==> src/rtl/hazard_ctrl_pkg.sv <==
// Shared types and constants for the pipeline hazard controller.
package hazard_pkg;

    // FSM state encoding (2 bits)
    typedef enum logic [1:0] {
        ST_RUN      = 2'b00,
        ST_LU_STALL = 2'b01,
        ST_MEM_WAIT = 2'b10
    } hz_state_e;

    // Architectural zero register; never a real producer
    localparam logic [4:0] REG_X0 = 5'd0;

    // Default MEM_WAIT timeout and the width that holds its full range
    localparam int TIMEOUT_CYC_DEF = 255;
    localparam int WAIT_W          = 16;

endpackage

==> src/rtl/hazard_ctrl_if.sv <==
// Hazard controller bus: pipeline status in, stall/flush controls out.
// master = pipeline side that drives status, slave = hazard_ctrl.
interface hazard_ctrl_if;
    logic       id_valid_i;
    logic [4:0] id_rs1_i;
    logic [4:0] id_rs2_i;
    logic       ex_valid_i;
    logic       ex_memread_i;
    logic [4:0] ex_rsd_i;
    logic       branch_taken_i;
    logic       mem_busy_i;
    logic       pc_write_o;
    logic       if_id_write_o;
    logic       if_id_flush_o;
    logic       id_ex_write_o;
    logic       id_ex_bubble_o;
    logic       timeout_o;

    modport master (
        output id_valid_i, id_rs1_i, id_rs2_i, ex_valid_i, ex_memread_i,
               ex_rsd_i, branch_taken_i, mem_busy_i,
        input  pc_write_o, if_id_write_o, if_id_flush_o, id_ex_write_o,
               id_ex_bubble_o, timeout_o
    );

    modport slave (
        input  id_valid_i, id_rs1_i, id_rs2_i, ex_valid_i, ex_memread_i,
               ex_rsd_i, branch_taken_i, mem_busy_i,
        output pc_write_o, if_id_write_o, if_id_flush_o, id_ex_write_o,
               id_ex_bubble_o, timeout_o
    );
endinterface

==> src/rtl/hazard_ctrl_stat_cnt.sv <==
// hazard_stat_cnt: wrap-around event counter with enable and sync clear.
module hazard_stat_cnt #(
    parameter int W = 32
) (
    input  logic         clk_i,
    input  logic         rst_i,
    input  logic         i_en,
    input  logic         i_clr,
    output logic [W-1:0] o_cnt
);

    logic [W-1:0] r_cnt;

    // Count enabled cycles; clear has priority over enable
    always_ff @(posedge clk_i or posedge rst_i) begin
        if (rst_i)      r_cnt <= '0;
        else if (i_clr) r_cnt <= '0;
        else if (i_en)  r_cnt <= r_cnt + 1'b1;
    end

    assign o_cnt = r_cnt;

endmodule

==> src/rtl/hazard_ctrl.sv <==
// hazard_ctrl: load-use stall, memory freeze and branch flush control
// for a 5-stage pipeline. Outputs are Mealy (state + current inputs).
// Optional statistics counters are built when HAZARD_CTRL_STATS_EN is defined.
module hazard_ctrl
    import hazard_pkg::*;
#(
    parameter int TIMEOUT_CYC = TIMEOUT_CYC_DEF,
    parameter int CNT_W       = 32
) (
    input  logic             clk_i,
    input  logic             rst_i,
    hazard_ctrl_if.slave     bus
`ifdef HAZARD_CTRL_STATS_EN
    ,
    output logic [CNT_W-1:0] lu_stall_cnt_o,
    output logic [CNT_W-1:0] mem_wait_cnt_o,
    output logic [CNT_W-1:0] flush_cnt_o
`endif
);

    // Elaboration-time parameter sanity
    if (TIMEOUT_CYC < 1 || TIMEOUT_CYC > 65535) begin : g_bad_tmo
        $error("hazard_ctrl: TIMEOUT_CYC out of range");
    end
    if (CNT_W < 1) begin : g_bad_cntw
        $error("hazard_ctrl: CNT_W must be >= 1");
    end

    localparam logic [WAIT_W-1:0] TMO = WAIT_W'(TIMEOUT_CYC);

    hz_state_e         r_state, w_nxt;
    logic [WAIT_W-1:0] r_wait_cnt, w_wait_nxt;
    logic              r_timeout;

    logic w_lu, w_lu_take, w_busy_take;
    logic w_pc, w_ifid, w_idex, w_flush, w_bub;

    // Raw load-use match between the load in EX and the sources in ID
    assign w_lu = bus.id_valid_i & bus.ex_valid_i & bus.ex_memread_i &
                  (bus.ex_rsd_i != REG_X0) &
                  ((bus.ex_rsd_i == bus.id_rs1_i) | (bus.ex_rsd_i == bus.id_rs2_i));

    // State register
    always_ff @(posedge clk_i or posedge rst_i) begin
        if (rst_i) r_state <= ST_RUN;
        else       r_state <= w_nxt;
    end

    // Next state and Mealy outputs; priority is reset > mem_busy > LU > branch
    always_comb begin
        w_nxt       = ST_RUN;
        w_pc        = 1'b1;
        w_ifid      = 1'b1;
        w_idex      = 1'b1;
        w_flush     = 1'b0;
        w_bub       = 1'b0;
        w_lu_take   = 1'b0;
        w_busy_take = 1'b0;
        if (rst_i) begin
            w_pc    = 1'b0;
            w_ifid  = 1'b0;
            w_idex  = 1'b0;
            w_flush = 1'b1;
            w_bub   = 1'b1;
        end else if (bus.mem_busy_i) begin
            // Whole pipeline frozen, nothing inserted or cleared
            w_pc        = 1'b0;
            w_ifid      = 1'b0;
            w_idex      = 1'b0;
            w_busy_take = 1'b1;
            w_nxt       = ST_MEM_WAIT;
        end else begin
            case (r_state)
                // EX holds the bubble now, so LU is not re-evaluated
                ST_LU_STALL: w_flush = bus.branch_taken_i;
                // RUN, and MEM_WAIT releasing, both act as RUN this cycle
                default: begin
                    if (w_lu) begin
                        // Branch is dropped; it re-resolves after the stall
                        w_pc      = 1'b0;
                        w_ifid    = 1'b0;
                        w_bub     = 1'b1;
                        w_lu_take = 1'b1;
                        w_nxt     = ST_LU_STALL;
                    end else begin
                        w_flush = bus.branch_taken_i;
                    end
                end
            endcase
        end
    end

    // A wait cycle is any frozen cycle; the count saturates at the timeout
    assign w_wait_nxt = !w_busy_take      ? '0 :
                        (r_wait_cnt == TMO) ? r_wait_cnt : r_wait_cnt + 1'b1;

    // Consecutive wait-cycle counter, cleared once the freeze ends
    always_ff @(posedge clk_i or posedge rst_i) begin
        if (rst_i) r_wait_cnt <= '0;
        else       r_wait_cnt <= w_wait_nxt;
    end

    // Sticky timeout flag, cleared only by reset
    always_ff @(posedge clk_i or posedge rst_i) begin
        if (rst_i)                                 r_timeout <= 1'b0;
        else if (w_busy_take && (w_wait_nxt == TMO)) r_timeout <= 1'b1;
    end

    assign bus.pc_write_o     = w_pc;
    assign bus.if_id_write_o  = w_ifid;
    assign bus.id_ex_write_o  = w_idex;
    assign bus.if_id_flush_o  = w_flush;
    assign bus.id_ex_bubble_o = w_bub;
    assign bus.timeout_o      = r_timeout;

`ifdef HAZARD_CTRL_STATS_EN
    logic w_flush_take;

    // Flushes caused by a taken branch (reset's forced flush is not counted)
    assign w_flush_take = w_flush & ~rst_i;

    hazard_stat_cnt #(.W(CNT_W)) u_cnt_lu (
        .clk_i(clk_i), .rst_i(rst_i), .i_en(w_lu_take), .i_clr(1'b0), .o_cnt(lu_stall_cnt_o)
    );
    hazard_stat_cnt #(.W(CNT_W)) u_cnt_mw (
        .clk_i(clk_i), .rst_i(rst_i), .i_en(w_busy_take), .i_clr(1'b0), .o_cnt(mem_wait_cnt_o)
    );
    hazard_stat_cnt #(.W(CNT_W)) u_cnt_fl (
        .clk_i(clk_i), .rst_i(rst_i), .i_en(w_flush_take), .i_clr(1'b0), .o_cnt(flush_cnt_o)
    );
`endif

endmodule

==> src/flat_wrapper.sv <==
// flat-port wrapper written by rule: the top's interface ports become plain ports
module hazard_ctrl_flat import hazard_pkg::*;
#(
    parameter int TIMEOUT_CYC = TIMEOUT_CYC_DEF,
    parameter int CNT_W       = 32
)
  (clk_i, rst_i, bus_id_valid_i, bus_id_rs1_i, bus_id_rs2_i, bus_ex_valid_i, bus_ex_memread_i, bus_ex_rsd_i, bus_branch_taken_i, bus_mem_busy_i, bus_pc_write_o, bus_if_id_write_o, bus_if_id_flush_o, bus_id_ex_write_o, bus_id_ex_bubble_o, bus_timeout_o);
  hazard_ctrl_if bus_i ();
  input  logic clk_i;
  input  logic rst_i;
  input wire logic [$bits(bus_i.id_valid_i)-1:0] bus_id_valid_i;
  input wire logic [$bits(bus_i.id_rs1_i)-1:0] bus_id_rs1_i;
  input wire logic [$bits(bus_i.id_rs2_i)-1:0] bus_id_rs2_i;
  input wire logic [$bits(bus_i.ex_valid_i)-1:0] bus_ex_valid_i;
  input wire logic [$bits(bus_i.ex_memread_i)-1:0] bus_ex_memread_i;
  input wire logic [$bits(bus_i.ex_rsd_i)-1:0] bus_ex_rsd_i;
  input wire logic [$bits(bus_i.branch_taken_i)-1:0] bus_branch_taken_i;
  input wire logic [$bits(bus_i.mem_busy_i)-1:0] bus_mem_busy_i;
  output wire logic [$bits(bus_i.pc_write_o)-1:0] bus_pc_write_o;
  output wire logic [$bits(bus_i.if_id_write_o)-1:0] bus_if_id_write_o;
  output wire logic [$bits(bus_i.if_id_flush_o)-1:0] bus_if_id_flush_o;
  output wire logic [$bits(bus_i.id_ex_write_o)-1:0] bus_id_ex_write_o;
  output wire logic [$bits(bus_i.id_ex_bubble_o)-1:0] bus_id_ex_bubble_o;
  output wire logic [$bits(bus_i.timeout_o)-1:0] bus_timeout_o;
  assign bus_i.id_valid_i = bus_id_valid_i;
  assign bus_i.id_rs1_i = bus_id_rs1_i;
  assign bus_i.id_rs2_i = bus_id_rs2_i;
  assign bus_i.ex_valid_i = bus_ex_valid_i;
  assign bus_i.ex_memread_i = bus_ex_memread_i;
  assign bus_i.ex_rsd_i = bus_ex_rsd_i;
  assign bus_i.branch_taken_i = bus_branch_taken_i;
  assign bus_i.mem_busy_i = bus_mem_busy_i;
  assign bus_pc_write_o = bus_i.pc_write_o;
  assign bus_if_id_write_o = bus_i.if_id_write_o;
  assign bus_if_id_flush_o = bus_i.if_id_flush_o;
  assign bus_id_ex_write_o = bus_i.id_ex_write_o;
  assign bus_id_ex_bubble_o = bus_i.id_ex_bubble_o;
  assign bus_timeout_o = bus_i.timeout_o;
  hazard_ctrl #(.TIMEOUT_CYC(TIMEOUT_CYC), .CNT_W(CNT_W)) u_core (.clk_i(clk_i), .rst_i(rst_i), .bus(bus_i));
endmodule
==> config.mk <==
export PLATFORM = sky130hd
export DESIGN_NAME = hazard_ctrl_flat
export DESIGN_NICKNAME = d
export VERILOG_FILES = /design/src/rtl/hazard_ctrl_pkg.sv /design/src/rtl/hazard_ctrl_if.sv /design/src/rtl/hazard_ctrl_stat_cnt.sv /design/src/rtl/hazard_ctrl.sv /design/src/flat_wrapper.sv
export SDC_FILE = /design/constraint.sdc
export NUM_CORES = 1
export LEC_CHECK = 0
export CORE_UTILIZATION = 54
export DETAILED_ROUTE_END_ITERATION = 8
export HOLD_SLACK_MARGIN = 0.02
export PLACE_DENSITY = 0.84
export SLEW_MARGIN = 20
export SYNTH_ARGS = -nofsm -noshare
export SYNTH_HDL_FRONTEND = slang
export SYNTH_SLANG_ARGS = --single-unit
==> constraint.sdc <==
create_clock -name clk_i -period 5.5 [get_ports clk_i]
set_clock_uncertainty 0.05 [all_clocks]
set_input_delay 1.375 -clock clk_i [delete_from_list [all_inputs] [get_ports clk_i]]
set_output_delay 1.375 -clock clk_i [all_outputs]
set_load 0.01 [all_outputs]
==> results.json <==
{
  "die_width_microns": 51.9,
  "drtAntennaViolNets": 0,
  "critPathLaunchType": "input port",
  "cts_setup_buffers": 0,
  "r2r_slack_ps": 3250,
  "synth-edff-count": 0,
  "synth_top_flop_cell": "dfrtp_1",
  "numCtsBuffers": 3,
  "gp_congestion": 0.837,
  "r2r-start": "u_core.r_wait_cnt[0]$_DFF_PP0_",
  "h-tree-depth": 1,
  "clk_pin_slew_ps": 120,
  "holdPathEnd": "u_core.bus.timeout_o$_DFFE_PP0P_",
  "worst-r2r-cell-count": 7,
  "min_from": "u_core.bus.timeout_o$_DFFE_PP0P_",
  "max_slew_margin": 0.718,
  "synth_nets": 168,
  "holdBufCountCts": 0,
  "synth_commonest_cells": "dfrtp_1 (19), nor2_1 (18), xnor2_1 (14)",
  "final_cell_area_sq_um": 1630,
  "clk_latency_ps": 300,
  "dieArea_sq_um": 2690,
  "cp_max_fo": 4,
  "total_leakage_power_nw": 0.642,
  "fillers": 163,
  "hp-class": "flip-flop to flip-flop",
  "grt_usage": 0.249,
  "place_area_sq_um": 1600,
  "met1_usage": 0.307,
  "wirelength_microns": 3080,
  "cpLargestDelayFamily": "buffers and inverters",
  "clockRootBuffer": "clkbuf_4",
  "synth.top_cells.by_area": "dfrtp_1 (35%), xnor2_1 (9.1%), xor2_1 (6.5%)",
  "period_share": 0.873,
  "max-vdd-ir-drop_mv": 0.176,
  "yosysSeqAreaShare": 0.353,
  "coreArea_sq_um": 2280,
  "final.min_clock_period_ps": 4800,
  "use_met2": 0.423,
  "grt_pass1_wl_microns": 4900,
  "cts_max_path_buffers": 2,
  "vias": 1162,
  "grt_max_degree": 21,
  "clock-sinks": 19,
  "final_nets": 193,
  "dpl.hpwl_microns": 2360,
  "synth_area_leader_cell": "dfrtp_1",
  "dr.pass1.iters": 4,
  "synth_seq_cells": 19,
  "drv_cap": 0,
  "cts_tree": "done",
  "drc_errors": 0,
  "die_y_microns": 51.9,
  "synth_area_sq_um": 1350,
  "async_flop_share": 1.00,
  "rows": 17,
  "cpPeakStageDelay_ps": 570,
  "post_cts_resized": 0,
  "use_met3": 0.0468,
  "fmax_ghz": 0.208,
  "crit_path_end_kind": "output port",
  "syn_to_final_growth_pct": 21.1,
  "hold_viol": 0,
  "antenna_found_initial": 0,
  "power_density_nw_per_um2": 158,
  "crit_type": "input port to output port",
  "setup_viol": 0,
  "critPathBufInv": 2,
  "drt-vias-per-instance": 5.90,
  "worst_r2r_endpoint": "u_core.bus.timeout_o$_DFFE_PP0P_",
  "syn_area_per_cell_sq_um": 9.28,
  "worstHoldPathCells": 2,
  "required_ps": 4070,
  "tightest_slew_ps": 418,
  "grt_overflow": 0,
  "fin_tns_setup_ps": 0,
  "wl_per_cell_microns": 15.6,
  "critPathSlowestCell": "clkdlybuf4s50_1",
  "ys_types": 43,
  "start_util": 0.591,
  "synth_most_common_cell": "dfrtp_1",
  "path_cells": "clkdlybuf4s50_1, xnor2_1, nand3_1, nor3_1, o21ai_0, o21ai_0, clkdlybuf4s50_1",
  "status": "completed",
  "grt_pass1_vias": 1116,
  "rsz0062_at_grt": "no",
  "synth_cells": 145,
  "numPortBuffers": 27,
  "drv_slew": 0,
  "yosys.area.top_type_share": 0.353,
  "top_usage_layer": "met2",
  "arrival_ps": 3380,
  "drtIter0Drc": 36,
  "pin_count": 28,
  "yosys_warnings": 0,
  "p_total_mw": 0.257,
  "layout-drive-gt1-share": 0.118,
  "antennaDiodeCount": 0
}
==> how the worst max path moves through the flow <==
stage | endpoint | start | depth (start not counted)
after CTS | bus_id_ex_bubble_o | bus_ex_rsd_i[2] | 7
after detailed placement | bus_id_ex_bubble_o | bus_ex_rsd_i[2] | 7
final | bus_id_ex_bubble_o | bus_ex_rsd_i[2] | 7
after global routing | bus_id_ex_bubble_o | bus_ex_rsd_i[2] | 7
after global placement | bus_if_id_flush_o | bus_ex_rsd_i[0] | 7
after floorplan | bus_pc_write_o | bus_ex_rsd_i[4] | 6
==> cells by family after synthesis <==
kind of cell    Yosys count  synth area share
xor+xnor                 24             0.156
flops                    19             0.353
simple gates             67             0.303
buf+inv                  13            0.0558
compound gates           21             0.122
fa+ha+maj                 1           0.00930
==> per-layer routing <==
metal | vias to the layer above | part of all wire | routed length (microns)
li1 | 566 | - | -
met1 | 538 | 0.42 | 1310
met2 | 48 | 0.48 | 1490
met3 | 10 | 0.068 | 209
met4 | 0 | 0.024 | 75
met5 | - | 0 | 0
==> layout by cell type (no fill, tap or decap), types with 2 or more instances in the layout <==
cell | Yosys | layout
a21oi_1 | 3 | 3
and2_1 | 3 | 3
nor4_4 | 3 | 3
o21ai_0 | 2 | 2
nor3_1 | 5 | 5
and3_1 | 2 | 2
nor3_2 | 2 | 2
nand4_1 | 5 | 5
nand2_1 | 11 | 11
clkbuf_4 | 0 | 3
inv_1 | 5 | 5
nor2_1 | 18 | 18
nand3_1 | 9 | 9
a41oi_1 | 2 | 2
a31oi_1 | 3 | 3
dfrtp_1 | 19 | 19
clkdlybuf4s50_1 | 0 | 27
xnor2_1 | 14 | 14
xor2_1 | 10 | 10
==> sequential cells by signal, indices dropped and copies added (netlist names) <==
| name | count |
|---|---|
| u_core.bus.timeout_o | 1 |
| u_core.r_state | 2 |
| u_core.r_wait_cnt | 16 |
==> report_power, final <==
group	internal, mW	switching, mW
clock	0.0271	0.0466
sequential	0.141	0.00124
combinational	0.0241	0.0173
total	0.192	0.0651
==> layout make-up <==
| cell class | count | area (sq um) | area share |
|---|---|---|---|
| Sequential cell | 19 | 475 | 0.292 |
| Clock inverter | 1 | 5.00 | 0.00307 |
| Inverter | 5 | 18.8 | 0.0115 |
| Multi-Input combinational cell | 113 | 795 | 0.488 |
| Clock buffer | 3 | 22.5 | 0.0138 |
| Timing Repair Buffer | 28 | 278 | 0.171 |
| Tap cell | 28 | 35.0 | 0.0215 |
==> worst min-delay path: stages, from the launching register on <==
cell	delay [ps]
dfrtp_1	370
inv_1	50
o41ai_2	40
==> metrics by stage <==
stage	util	setup WS, ps	cells	hold slack (ps)
after detailed placement	0.704	710	193	404
final	0.716	698	197	441
after global placement	0.704	823	193	401
after CTS	0.716	706	197	440
after global routing	0.716	531	197	456
after floorplan	-	1840	145	452
(Power assumes the default switching activity.)
